### src/rtl/dmem_arbiter.sv
// Two-requester (CPU/DMA) data-memory arbiter: round-robin grant, one access at a time,
// 3-cycle arbitrate/access/acknowledge sequence with alignment checking and load formatting.
module dmem_arbiter #(
    parameter int FIRST_PRIO = 0
) (
    input  logic        clock,
    input  logic        reset,

    input  logic        req0,
    input  logic        req1,
    input  logic        wr0,
    input  logic        wr1,
    input  logic        byte0,
    input  logic        byte1,
    input  logic [31:0] addr0,
    input  logic [31:0] addr1,
    input  logic [31:0] wdata0,
    input  logic [31:0] wdata1,

    output logic        ack0,
    output logic        ack1,
    output logic        err0,
    output logic        err1,
    output logic [31:0] rdata0,
    output logic [31:0] rdata1,
    output logic        stall0,

    output logic [31:0] mem_addr,
    output logic [31:0] mem_wdata,
    output logic        mem_word_we,
    output logic        mem_byte_we,
    input  logic [31:0] mem_rdata
);

    typedef enum logic [1:0] {
        IDLE  = 2'd0,
        BUSY0 = 2'd1,
        BUSY1 = 2'd2,
        ACK   = 2'd3
    } state_t;

    state_t      r_state;
    logic        r_last;
    logic        r_ack0;
    logic        r_ack1;
    logic        r_err0;
    logic        r_err1;
    logic [31:0] r_rdata0;
    logic [31:0] r_rdata1;

    logic        w_busy;
    logic        w_sel1;
    logic        w_wr;
    logic        w_byte;
    logic [31:0] w_addr;
    logic [31:0] w_wdata;
    logic        w_misalign;
    logic [31:0] w_load;

    assign w_busy  = (r_state == BUSY0) || (r_state == BUSY1);
    assign w_sel1  = (r_state == BUSY1);

    // Payload is taken straight from the granted requester, which holds it until ack.
    assign w_wr    = w_sel1 ? wr1    : wr0;
    assign w_byte  = w_sel1 ? byte1  : byte0;
    assign w_addr  = w_sel1 ? addr1  : addr0;
    assign w_wdata = w_sel1 ? wdata1 : wdata0;

    assign w_misalign = w_busy && !w_byte && (w_addr[1:0] != 2'b00);

    always_comb begin
        w_load = mem_rdata;
        if (w_byte) begin
            case (w_addr[1:0])
                2'd0:    w_load = {24'h0, mem_rdata[7:0]};
                2'd1:    w_load = {24'h0, mem_rdata[15:8]};
                2'd2:    w_load = {24'h0, mem_rdata[23:16]};
                default: w_load = {24'h0, mem_rdata[31:24]};
            endcase
        end
    end

    assign mem_addr    = w_busy ? w_addr  : 32'h0;
    assign mem_wdata   = w_busy ? w_wdata : 32'h0;
    // Reset gates the enables so a reset landing mid-access never commits the write.
    assign mem_word_we = w_busy && w_wr && !w_byte && !w_misalign && !reset;
    assign mem_byte_we = w_busy && w_wr &&  w_byte && !reset;

    always_ff @(posedge clock) begin
        if (reset) begin
            r_state  <= IDLE;
            r_last   <= ~FIRST_PRIO[0];
            r_ack0   <= 1'b0;
            r_ack1   <= 1'b0;
            r_err0   <= 1'b0;
            r_err1   <= 1'b0;
            r_rdata0 <= 32'h0;
            r_rdata1 <= 32'h0;
        end else begin
            r_ack0 <= 1'b0;
            r_ack1 <= 1'b0;
            r_err0 <= 1'b0;
            r_err1 <= 1'b0;
            case (r_state)
                IDLE: begin
                    if (req0 && req1)
                        r_state <= r_last ? BUSY0 : BUSY1;
                    else if (req0)
                        r_state <= BUSY0;
                    else if (req1)
                        r_state <= BUSY1;
                end
                BUSY0: begin
                    r_last <= 1'b0;
                    r_ack0 <= 1'b1;
                    r_err0 <= w_misalign;
                    if (!w_wr && !w_misalign)
                        r_rdata0 <= w_load;
                    r_state <= ACK;
                end
                BUSY1: begin
                    r_last <= 1'b1;
                    r_ack1 <= 1'b1;
                    r_err1 <= w_misalign;
                    if (!w_wr && !w_misalign)
                        r_rdata1 <= w_load;
                    r_state <= ACK;
                end
                default: r_state <= IDLE;
            endcase
        end
    end

    assign ack0   = r_ack0;
    assign ack1   = r_ack1;
    assign err0   = r_err0;
    assign err1   = r_err1;
    assign rdata0 = r_rdata0;
    assign rdata1 = r_rdata1;
    assign stall0 = req0 && !r_ack0;

endmodule

### config.mk
export PLATFORM = sky130hd
export DESIGN_NAME = dmem_arbiter
export DESIGN_NICKNAME = d
export VERILOG_FILES = /design/src/rtl/dmem_arbiter.sv
export SDC_FILE = /design/constraint.sdc
export NUM_CORES = 1
export LEC_CHECK = 0
export ABC_AREA = 1
export BUFFER_PORTS_ARGS = -buffer_cell sky130_fd_sc_hd__buf_4
export CAP_MARGIN = 20
export CORE_AREA = 2 2 116 118
export CTS_CLUSTER_SIZE = 30
export DETAILED_ROUTE_END_ITERATION = 10
export DIE_AREA = 0 0 118 120
export GPL_TIMING_DRIVEN = 0
export PLACE_DENSITY = 0.69
export SKIP_CTS_REPAIR_TIMING = 1
export SLEW_MARGIN = 20
export SYNTH_ARGS = -nofsm -noshare
export SYNTH_HDL_FRONTEND = slang
export SYNTH_SLANG_ARGS = --single-unit
export TNS_END_PERCENT = 10
### constraint.sdc
create_clock -name clock -period 1.8 [get_ports clock]
set_input_delay 0.18 -clock clock [delete_from_list [all_inputs] [get_ports clock]]
set_output_delay 0.18 -clock clock [all_outputs]
set_load 0.01 [all_outputs]
==> results by group, run 1 <==
Synthesis
  – Syn_nets: 893
  – Avg Inst Size Synth: about 5.8 um2
  – Xor/xnor cell area share of the yosys netlist: 0%
  – Synth Area in Simple Gates: 38.2%
  – Synth warnings: 0
  – Mux contribution to synthesized area: 0%
  – Adder-Cell Fraction of Synth Area: 1.19%
  – Seq/Total Area, Yosys: 33.8%
  – Synth Area in Compound Gates: about 16%
  – Largest family of logic cells by synthesized area: simple AND/OR/NAND/NOR gates
  – Synthesized cell area: 4210 um2
  – #FFs+latches synth: 71
  – Syn Inst Count: 721
  – Yosys cell types: 22

CTS
  – Clk buf depth: 2
  – Clock Sinks: 71
  – Root Driver: clkbuf_16
  – TritonCTS clock tree: yes
  – Htree depth: 3
  – Clock slew seen by the registers of the worst setup and hold paths: 0.06 ns
  – Inserted Clock Buffers: 9
  – Worst skew pair latency: 0.33 ns

Pwr
  – Int Pwr: 6.67 mW
  – Comb power frac: 66.8%
  – Pwr Total: 11.9 mW
  – Maximum VDD drop: roughly 0.00063 V
  – Switching share of power: 44.2%
  – Pleak: around 4 nW
  – Clock share of power: 15.0%
  – P_sw: 5.27 mW
  – Pwr/cell area: 1580 nW/um2
  – Sequential Power Share: 18.2%

Floorplan
  – DIE AREA: 14200 um2
  – Die W: 118 um
  – Placement row count: 42
  – # IOs: 303
  – Die Y: about 120 um
  – Starting Density: approximately 32%
  – Core area: about 13000 um2

GRT
  – GRT met3 Usage: 8.03%
  – GR peak layer: met2
  – GR Overflow Total: 0
  – Vias in the first global route: 5224
  – Largest net degree at the start of global routing: 14
  – Grt met2 use: 38.4%
  – GR met1 Demand/Resource: 36.3%
  – GRT Total Usage: between 20% and 30%
  – Initial antenna violation count: 0
  – First-pass GRT wire length: 28700 um

Worst setup path
  – R2R Path Start: r_state[0]
  – R2r endpoint: rdata1[12]
  – Setup crit end kind: output port
  – WP buf/inv: 6
  – CP max stage cell: dfxtp_4
  – Flop2flop setup slack: -0.07 ns
  – CP top delay family: buffers and inverters
  – Critical Path Stages: 9
  – R2r worst-path depth: 12
  – Arrival time at the worst endpoint: between 1.5 and 2 ns
  – Critical path launch point type: flop
  – Top cell by count, worst path: buf_12
  – Worst path required time: roughly 1.6 ns
  – CP max stage delay: 0.37 ns
  – Critical path, cell by cell: inv_4, ha_4, buf_12, clkinv_8, buf_12, buf_8, nor2_1, nor2_2, buf_6
  – Setup Crit Path Kind: reg -> out
  – Max FO, Critical Path: 11

STA
  – Clock skew: roughly 0.0046 ns
  – Relative slew slack: 63.3%
  – Final worst slack: -0.196 ns
  – Setup violators final: 93
  – Final hold vios: 0
  – Final slew viol count: 0
  – Tcrit/Tclk final: 111%
  – Worst Max-Slew Pin Slew: 0.550 ns
  – RSZ-0062 raised after global routing: true
  – Minimum clock period: 2.00 ns
  – Max Freq: 501 MHz

Routing
  – Vias per cell: between 4 and 5
  – Via count: 5706
  – Total Wirelength: 19400 um
  – Initial DRC Count: 405
  – DRC viols: 0
  – Final ANT Viol Nets: 0
  – Wirelength per Cell: 15.8 um
  – DRT Pass-1 Iters: 5

Min path
  – Hold Startpoint: req1
  – Hold path endpoint: r_state[1]
  – Hold depth: 4
  – Worst hold path type: in -> reg

Cells and area
  – Final nets: 1215
  – Final standard cell area without fillers: ~7600 um2
  – Layout cells sized above 1: 41.0%
  – Layout area overhead: 80.1%
  – Ant diodes: 0
  – Fillers: 1270

Placement
  – RD Place Congestion: around 0.95
  – I/O Buffers: 302
  – Dpl hpwl: 15300 um
  – Setup WS pre-CTS: -0.646 ns
  – Post-Place Cell Area: between 6000 and 7000 um2

Flow run
  – Max_cap viols: 0

Outcome
  – Failing checks: negative setup slack
  – Outcome: complete, but fails checks
-- cells in the mapped netlist (all sizes together) --
| cell | number | area (um2) |
|---|---|---|
| nand3 | 50 | 250 |
| buf | 24 | 133 |
| o21ai | 116 | 581 |
| ha | 4 | 50.1 |
| dfxtp | 71 | 1420 |
| a21oi | 10 | 72.6 |
| nand2 | 74 | 288 |
| nor3 | 4 | 20.0 |
| clkinv | 1 | 3.75 |
| nor4 | 1 | 6.26 |
| clkbuf | 25 | 93.8 |
| nor2 | 276 | 1040 |
| inv | 65 | 246 |
-- routing by layer --
layer  share of wire [%]  routed length, um  vias up
li1                    -                  -     2895
met1                  46               8840     2546
met2                  44               8530      249
met3                 9.0               1750       16
met4                 1.4                263        0
met5                   0                  0        -
-- cell families (layout without fill, tap and decap cells) --
logic type | count (synthesis) | in the layout
fa+ha+maj | 4 | 4
compound gates | 126 | 126
simple gates | 405 | 405
flops | 71 | 71
buf+inv | 115 | 442
-- registers in the layout (all words and copies together) (netlist names) --
name / cells
rdata0: 32
r_state: 2
ack0: 1
err1: 1
err0: 1
r_last: 1
rdata1: 32
ack1: 1
-- power groups by stage --
stage	registers, mW	clock network, mW	logic [mW]
2_1_floorplan	2.29	0	3.31
3_3_place_gp	2.17	0	6.53
3_5_place_dp	2.17	0	6.56
4_1_cts	2.15	1.82	6.59
5_1_grt	2.21	1.89	8.65
6_report	2.17	1.79	7.97
-- final cells by class --
class	instances	area, um2	share of cell area [%]
buffer	49	453	5.97
clock buffer	9	225	2.97
clock inverter	7	72.6	0.957
inverter	66	269	3.55
multi-input combinational	535	2530	33.3
sequential	71	1430	18.8
tap	176	220	2.90
timing repair buffer	311	2380	31.5
-- stage by stage --
step	std cells	utilization, %	TNS, ns	hold slack [ns]
final	1224	58.4	-8.19	0.146
after global routing	1224	58.4	-18.07	0.172
after CTS	1215	53.9	-65.32	0.150
after detailed placement	1199	51.6	-40.74	0.461
after global placement	1199	51.6	-38.59	0.450
after floorplan	721	-	0	0.378
-- tightest hold or removal path, delay by kind of cell --
kind                   cells  cell delay, ns
AO/OA/AOI/OAI              1            0.05
AND/OR/NAND/NOR            2            0.12
buffers and inverters      1            0.09
-- worst max path at each step --
| stage | start | end | slack (ns) |
|---|---|---|---|
| after floorplan | r_state[0] | mem_wdata[23] | 0.02 |
| after global placement | r_state[0] | mem_wdata[4] | -0.63 |
| after detailed placement | r_state[0] | mem_wdata[4] | -0.65 |
| after CTS | r_state[0] | mem_wdata[4] | -1.01 |
| after global routing | r_state[0] | mem_word_we | -0.25 |
| final | r_state[0] | mem_wdata[4] | -0.20 |
-- layout by cell type (no fill, tap or decap), types with 7 or more instances in the layout --
cell type  netlist  layout
nand3_1         50      50
buf_4            3     319
clkbuf_1        25       7
clkbuf_16        0      11
o21ai_0        110      51
nand2_2          4       7
buf_8            0       7
nand2_1         70      61
buf_6            2      13
inv_1           62      58
dfxtp_1         71      69
a21oi_1          8       8
o21ai_1          6      64
nor2_1         275     245
nor2_2           0      27
Power figures use the tool's default switching activity.
==> run 2: changes to the inputs <==
- CORE_AREA: 2 2 116 118 -> 2 2 117 119
- DIE_AREA: 0 0 118 120 -> 0 0 119 121
- PLACE_DENSITY: 0.69 -> 0.68
==> run 2 against run 1 <==
Compared with the run above: the run still ends with negative setup slack left; combinational power is 0.8% lower; power shrank 1.6%; final cell count did not move; largest power group unchanged.
==> results by group, run 2 (synthesized netlist as in run 1, its figures left out) <==
Pwr
  – Pwr/cell area: 1570 nW/um2 (-0.26%)
  – Sequential Power Share: 18.3% (about the same)
  – Comb power frac: 67.3% (+0.5 points)
  – Switching share of power: 45.1% (+0.92 points)
  – Int Pwr: 6.45 mW (-3.2%)
  – Clock share of power: 14.3% (-0.7 points)
  – Maximum VDD drop: 0.000714 V (+14%)
  – Pleak: 4.01 nW (-0.47%)
  – P_sw: 5.30 mW (+0.44%)

CTS
  – Root Driver: clkbuf_16
  – Clock slew seen by the registers of the worst setup and hold paths: 0.06 ns (about the same)
  – Inserted Clock Buffers: 9 (unchanged)
  – Clk buf depth: 2 (unchanged)
  – Worst skew pair latency: 0.34 ns (about the same)
  – Clock Sinks: 71 (unchanged)
  – TritonCTS clock tree: yes
  – Htree depth: 3 (unchanged)

STA
  – Minimum clock period: 1.98 ns (-0.0132 ns)
  – Final worst slack: -0.182 ns (+0.0132 ns)
  – Setup violators final: 100 (+7.5%)
  – RSZ-0062 raised after global routing: true
  – Hold WS: 0.146 ns (-0.000500 ns)
  – Final hold vios: 0 (unchanged)
  – Tcrit/Tclk final: 110% (-0.73 points)
  – Clock skew: 0.00619 ns (+0.00159 ns)
  – Final slew viol count: 0 (unchanged)
  – Relative slew slack: 59.9% (-3.4 points)
  – Max Freq: 504 MHz (+0.67%)
  – Worst Max-Slew Pin Slew: 0.601 ns (+0.0512 ns)

GRT
  – GRT Total Usage: 25.4% (-0.41 points)
  – First-pass GRT wire length: 28200 um (-1.6%)
  – Vias in the first global route: 5153 (-1.4%)
  – Largest net degree at the start of global routing: 15 (+1)
  – Initial antenna violation count: 0 (unchanged)
  – GR Overflow Total: 0 (unchanged)

Worst setup path
  – Critical path, cell by cell: inv_4, ha_4, buf_8, inv_6, buf_12, buf_8, nor2_1, nor2_2, buf_4
  – Flop2flop setup slack: -0.08 ns (about the same)
  – Top cell by count, worst path: buf_8
  – Arrival time at the worst endpoint: 1.80 ns (-0.02 ns)
  – Worst path required time: 1.62 ns (about the same)
  – CP max stage delay: 0.36 ns (about the same)
  – Setup Crit Path Kind: reg -> out
  – CP max stage cell: dfxtp_4
  – Critical path launch point type: flop
  – Max FO, Critical Path: 10 (-1)
  – Setup crit end kind: output port

Placement
  – RD Place Congestion: 0.923 (-2.8%)
  – I/O Buffers: 302 (unchanged)
  – Post-Place Cell Area: 6700 um2 (unchanged)
  – Dpl hpwl: 15500 um (+1.2%)

Routing
  – Final ANT Viol Nets: 0 (unchanged)
  – Vias per cell: 4.58 (-1.8%)
  – DRT Pass-1 Iters: 5 (unchanged)
  – Via count: 5603 (-1.8%)
  – Total Wirelength: 19300 um (-0.18%)
  – Initial DRC Count: 408 (+0.74%)
  – Wirelength per Cell: 15.8 um (-0.18%)
  – DRC viols: 0 (unchanged)

Cells and area
  – Final standard cell area without fillers: 7480 um2 (-1.4%)
  – Layout cells sized above 1: 40.3% (-0.76 points)
  – Most common cell after layout, fill and taps aside: buf_4
  – Ant diodes: 0 (unchanged)
  – Most frequent cells in the layout: buf_4, nor2_1, dfxtp_1, nand2_1, inv_1
  – Final nets: 1215 (unchanged)
  – Layout area overhead: 77.7%

Floorplan
  – DIE AREA: 14400 um2 (+1.7%)
  – Placement row count: 42 (unchanged)
  – Starting Density: 32.2% (-0.26 points)
  – Core area: 13100 um2 (+0.81%)
  – # IOs: 303 (unchanged)
  – Die W: 119 um (+0.85%)
  – Die Y: 121 um (+0.83%)

Min path
  – Worst hold path type: in -> reg

Flow run
  – Max_cap viols: 0 (unchanged)

Outcome
  – Failing checks: negative setup slack
  – Outcome: complete, but fails checks
-- run 2: path summary, 6_finish.rpt --
kind / start / cells past startpoint / to
worst max-delay path: r_state[0] / 9 / mem_wdata[9]
worst min-delay path: req1 / 4 / r_state[1]
worst max register to register: r_state[0] / 12 / rdata1[6]
worst min register to register: rdata0[12] / 2 / rdata0[12]
-- run 2: per-stage QoR --
stage               setup WS, ns  TNS [ns]  total power [mW]  utilization (%)  instances
floorplan                 0.0219         0              5.61                -        721
global placement          -0.620    -40.87              8.77             51.2       1199
detailed placement        -0.648    -43.61              8.79             51.2       1199
CTS                        -1.01    -68.57              10.5             53.3       1215
global route              -0.248    -15.32              12.6             57.2       1224
finish                    -0.182     -6.51              11.8             57.2       1224
-- run 2: metal layers --
layer	wire [um]	vias up	track usage [%]	part of all wire [%]
met4	385	0	6.32	2.0
li1	-	2905	-	-
met3	1500	25	6.48	7.8
met5	0	-	0	0
met2	8590	245	39.1	44
met1	8870	2428	35.4	46
-- run 2: final cells by class --
| type | count | area [um2] |
|---|---|---|
| fill | 1294 | 5610 |
| multi-input combinational | 535 | 2500 |
| timing repair buffer | 311 | 2340 |
| sequential | 71 | 1430 |
| buffer | 49 | 448 |
| inverter | 66 | 262 |
| clock buffer | 9 | 225 |
| tap | 176 | 220 |
| clock inverter | 7 | 55.1 |
-- run 2: power groups by stage --
stage               clock [mW]  combinational [mW]  sequential, mW
floorplan                    0                3.31            2.29
global route              1.76                8.63            2.20
CTS                       1.70                6.65            2.14
global placement             0                6.61            2.16
finish                    1.68                7.91            2.16
detailed placement           0                6.62            2.17
-- run 2: worst max-delay path: cells and delay by family (launching register included) --
family,cells,cell delay (ns)
simple gates,2,0.24
fa+ha+maj,1,0.15
flops,1,0.36
buf+inv,6,0.71
==> run 3: changes to the inputs <==
- SKIP_LAST_GASP: default -> 1
==> run 3 against run 2 <==
Compared with the run above: the run still ends with negative setup slack left; die area is the same; cell area shrank 1.3%; sequential power is essentially flat; via count grew 0.27%; first-iteration DRC count shrank 4.4%; highest routed layer unchanged.
==> results by group, run 3 (synthesized netlist as in run 1, its figures left out) <==
Pwr
  – Maximum VDD drop: 0.000715 V (+0.14%)
  – Pwr/cell area: 1570 nW/um2 (-0.18%)
  – Clock share of power: 14.6% (+0.3 points)
  – Switching share of power: 45.3% (+0.25 points)
  – Int Pwr: 6.33 mW (-1.9%)
  – Comb power frac: 66.8% (-0.5 points)
  – P_sw: 5.25 mW (-0.94%)
  – Sequential Power Share: 18.6% (+0.3 points)
  – Pleak: 3.98 nW (-0.60%)

Floorplan
  – Die W: 119 um (unchanged)
  – Core area: 13100 um2 (unchanged)
  – Placement row count: 42 (unchanged)
  – # IOs: 303 (unchanged)
  – Die Y: 121 um (unchanged)
  – DIE AREA: 14400 um2 (unchanged)
  – Starting Density: 32.2% (unchanged)

CTS
  – TritonCTS clock tree: yes
  – Htree depth: 3 (unchanged)
  – Worst skew pair latency: 0.34 ns (about the same)
  – Inserted Clock Buffers: 9 (unchanged)
  – Clock Sinks: 71 (unchanged)
  – Root Driver: clkbuf_16
  – Clock slew seen by the registers of the worst setup and hold paths: 0.06 ns (about the same)
  – Clk buf depth: 2 (unchanged)

GRT
  – Vias in the first global route: 5153 (unchanged)
  – GRT Total Usage: 25.4% (unchanged)
  – GR met1 Demand/Resource: 35.4% (unchanged)
  – GR Overflow Total: 0 (unchanged)
  – Largest net degree at the start of global routing: 15 (unchanged)
  – Grt met2 use: 39.1% (unchanged)
  – GR peak layer: met2
  – GRT met3 Usage: 6.48% (unchanged)
  – First-pass GRT wire length: 28200 um (unchanged)
  – Initial antenna violation count: 0 (unchanged)

STA
  – Relative slew slack: 62.7% (+2.7 points)
  – Clock skew: 0.00552 ns (-0.000673 ns)
  – Final slew viol count: 0 (unchanged)
  – Minimum clock period: 2.00 ns (+0.0165 ns)
  – Final worst slack: -0.199 ns (-0.0165 ns)
  – Tcrit/Tclk final: 111% (+0.92 points)
  – Worst Max-Slew Pin Slew: 0.560 ns (-0.0410 ns)
  – Setup violators final: 119 (+19%)
  – Setup TNS: -8.62 ns (-2.11 ns)
  – Max Freq: 500 MHz (-0.83%)
  – RSZ-0062 raised after global routing: true
  – Final hold vios: 0 (unchanged)

Worst setup path
  – Setup Crit Path Kind: reg -> out
  – Top cell by count, worst path: buf_8
  – CP max stage cell: dfxtp_4
  – Critical path, cell by cell: inv_4, ha_4, buf_8, buf_8, buf_6, o21ai_0, nor2_2, buf_4
  – Arrival time at the worst endpoint: 1.82 ns (+0.02 ns)
  – CP max stage delay: 0.36 ns (about the same)
  – CP top delay family: buffers and inverters
  – Setup crit end kind: output port
  – Max FO, Critical Path: 10 (unchanged)
  – WP buf/inv: 5 (-1)
  – Critical path launch point type: flop
  – Worst path required time: 1.62 ns (about the same)

Routing
  – Via count: 5618 (+0.27%)
  – Final ANT Viol Nets: 0 (unchanged)
  – DRT Pass-1 Iters: 5 (unchanged)
  – Total Wirelength: 19400 um (+0.35%)
  – Initial DRC Count: 390 (-4.4%)
  – DRC viols: 0 (unchanged)
  – Vias per cell: 4.59 (+0.27%)
  – Wirelength per Cell: 15.9 um (+0.35%)

Outcome
  – Failing checks: negative setup slack
  – Outcome: complete, but fails checks

Placement
  – I/O Buffers: 302 (unchanged)
  – Dpl hpwl: 15500 um (unchanged)
  – RD Place Congestion: 0.923 (unchanged)
  – Setup WS pre-CTS: -0.648 ns (unchanged)

Cells and area
  – Final core occ: 56.4% (-0.75 points)
  – Fillers: 1312 (+1.4%)
  – Layout cells sized above 1: 39.0% (-1.2 points)
  – Most common cell after layout, fill and taps aside: buf_4
  – Final nets: 1215 (unchanged)
  – Most frequent cells in the layout: buf_4, nor2_1, o21ai_0, dfxtp_1, nand2_1
  – Ant diodes: 0 (unchanged)
  – Layout area overhead: 75.4%

Flow run
  – Max_cap viols: 0 (unchanged)

Min path
  – Worst hold path type: in -> reg
## run 3: cell types whose count changed in the layout (fill, tap and decap cells not counted), sizes merged
| cell | change |
|---|---|
| clkbuf | -1 |
| buf | +1 |
## run 3: worst paths after layout
path / from / cells after the start / slack, ns / endpoint
worst min register to register: rdata0[12] / 2 / 0.46 / rdata0[12]
worst min-delay path: req1 / 4 / 0.14 / r_state[1]
worst max-delay path: r_state[0] / 8 / -0.20 / mem_wdata[6]
worst max register to register: r_state[0] / 12 / -0.09 / rdata0[0]
## run 3: power groups by stage
stage               Sequential (mW)  Combinational (mW)  Clock (mW)
finish                         2.16                7.74        1.68
global route                   2.20                8.43        1.77
CTS                            2.14                6.65        1.70
detailed placement             2.17                6.62           0
global placement               2.16                6.61           0
floorplan                      2.29                3.31           0
## run 3: tightest hold or removal path, delay by kind of cell
kind | cells | cell delay, ns
compound gates | 1 | 0.05
buf+inv | 1 | 0.08
simple gates | 2 | 0.12
## run 3: through the flow
stage	instances	total power, mW	hold slack [ns]	instance area (um2)
floorplan	721	5.61	0.378	4210
global placement	1199	8.77	0.452	6700
detailed placement	1199	8.79	0.456	6700
CTS	1215	10.5	0.143	6980
global route	1224	12.4	0.165	7380
finish	1224	11.6	0.142	7380
## run 3: layout make-up
type / instances / area [um2] / area share [%]
Clock inverter: 7 / 55.1 / 0.746
Sequential cell: 71 / 1430 / 19.4
Multi-Input combinational cell: 535 / 2450 / 33.3
Timing Repair Buffer: 311 / 2330 / 31.6
Tap cell: 176 / 220 / 2.98
Inverter: 66 / 259 / 3.51
Clock buffer: 9 / 225 / 3.05
Buffer: 49 / 405 / 5.49
## run 3: metal layers
layer	wire length, um	vias to the layer above
li1	-	2903
met1	8910	2456
met2	8570	236
met3	1560	23
met4	380	0
met5	0	-
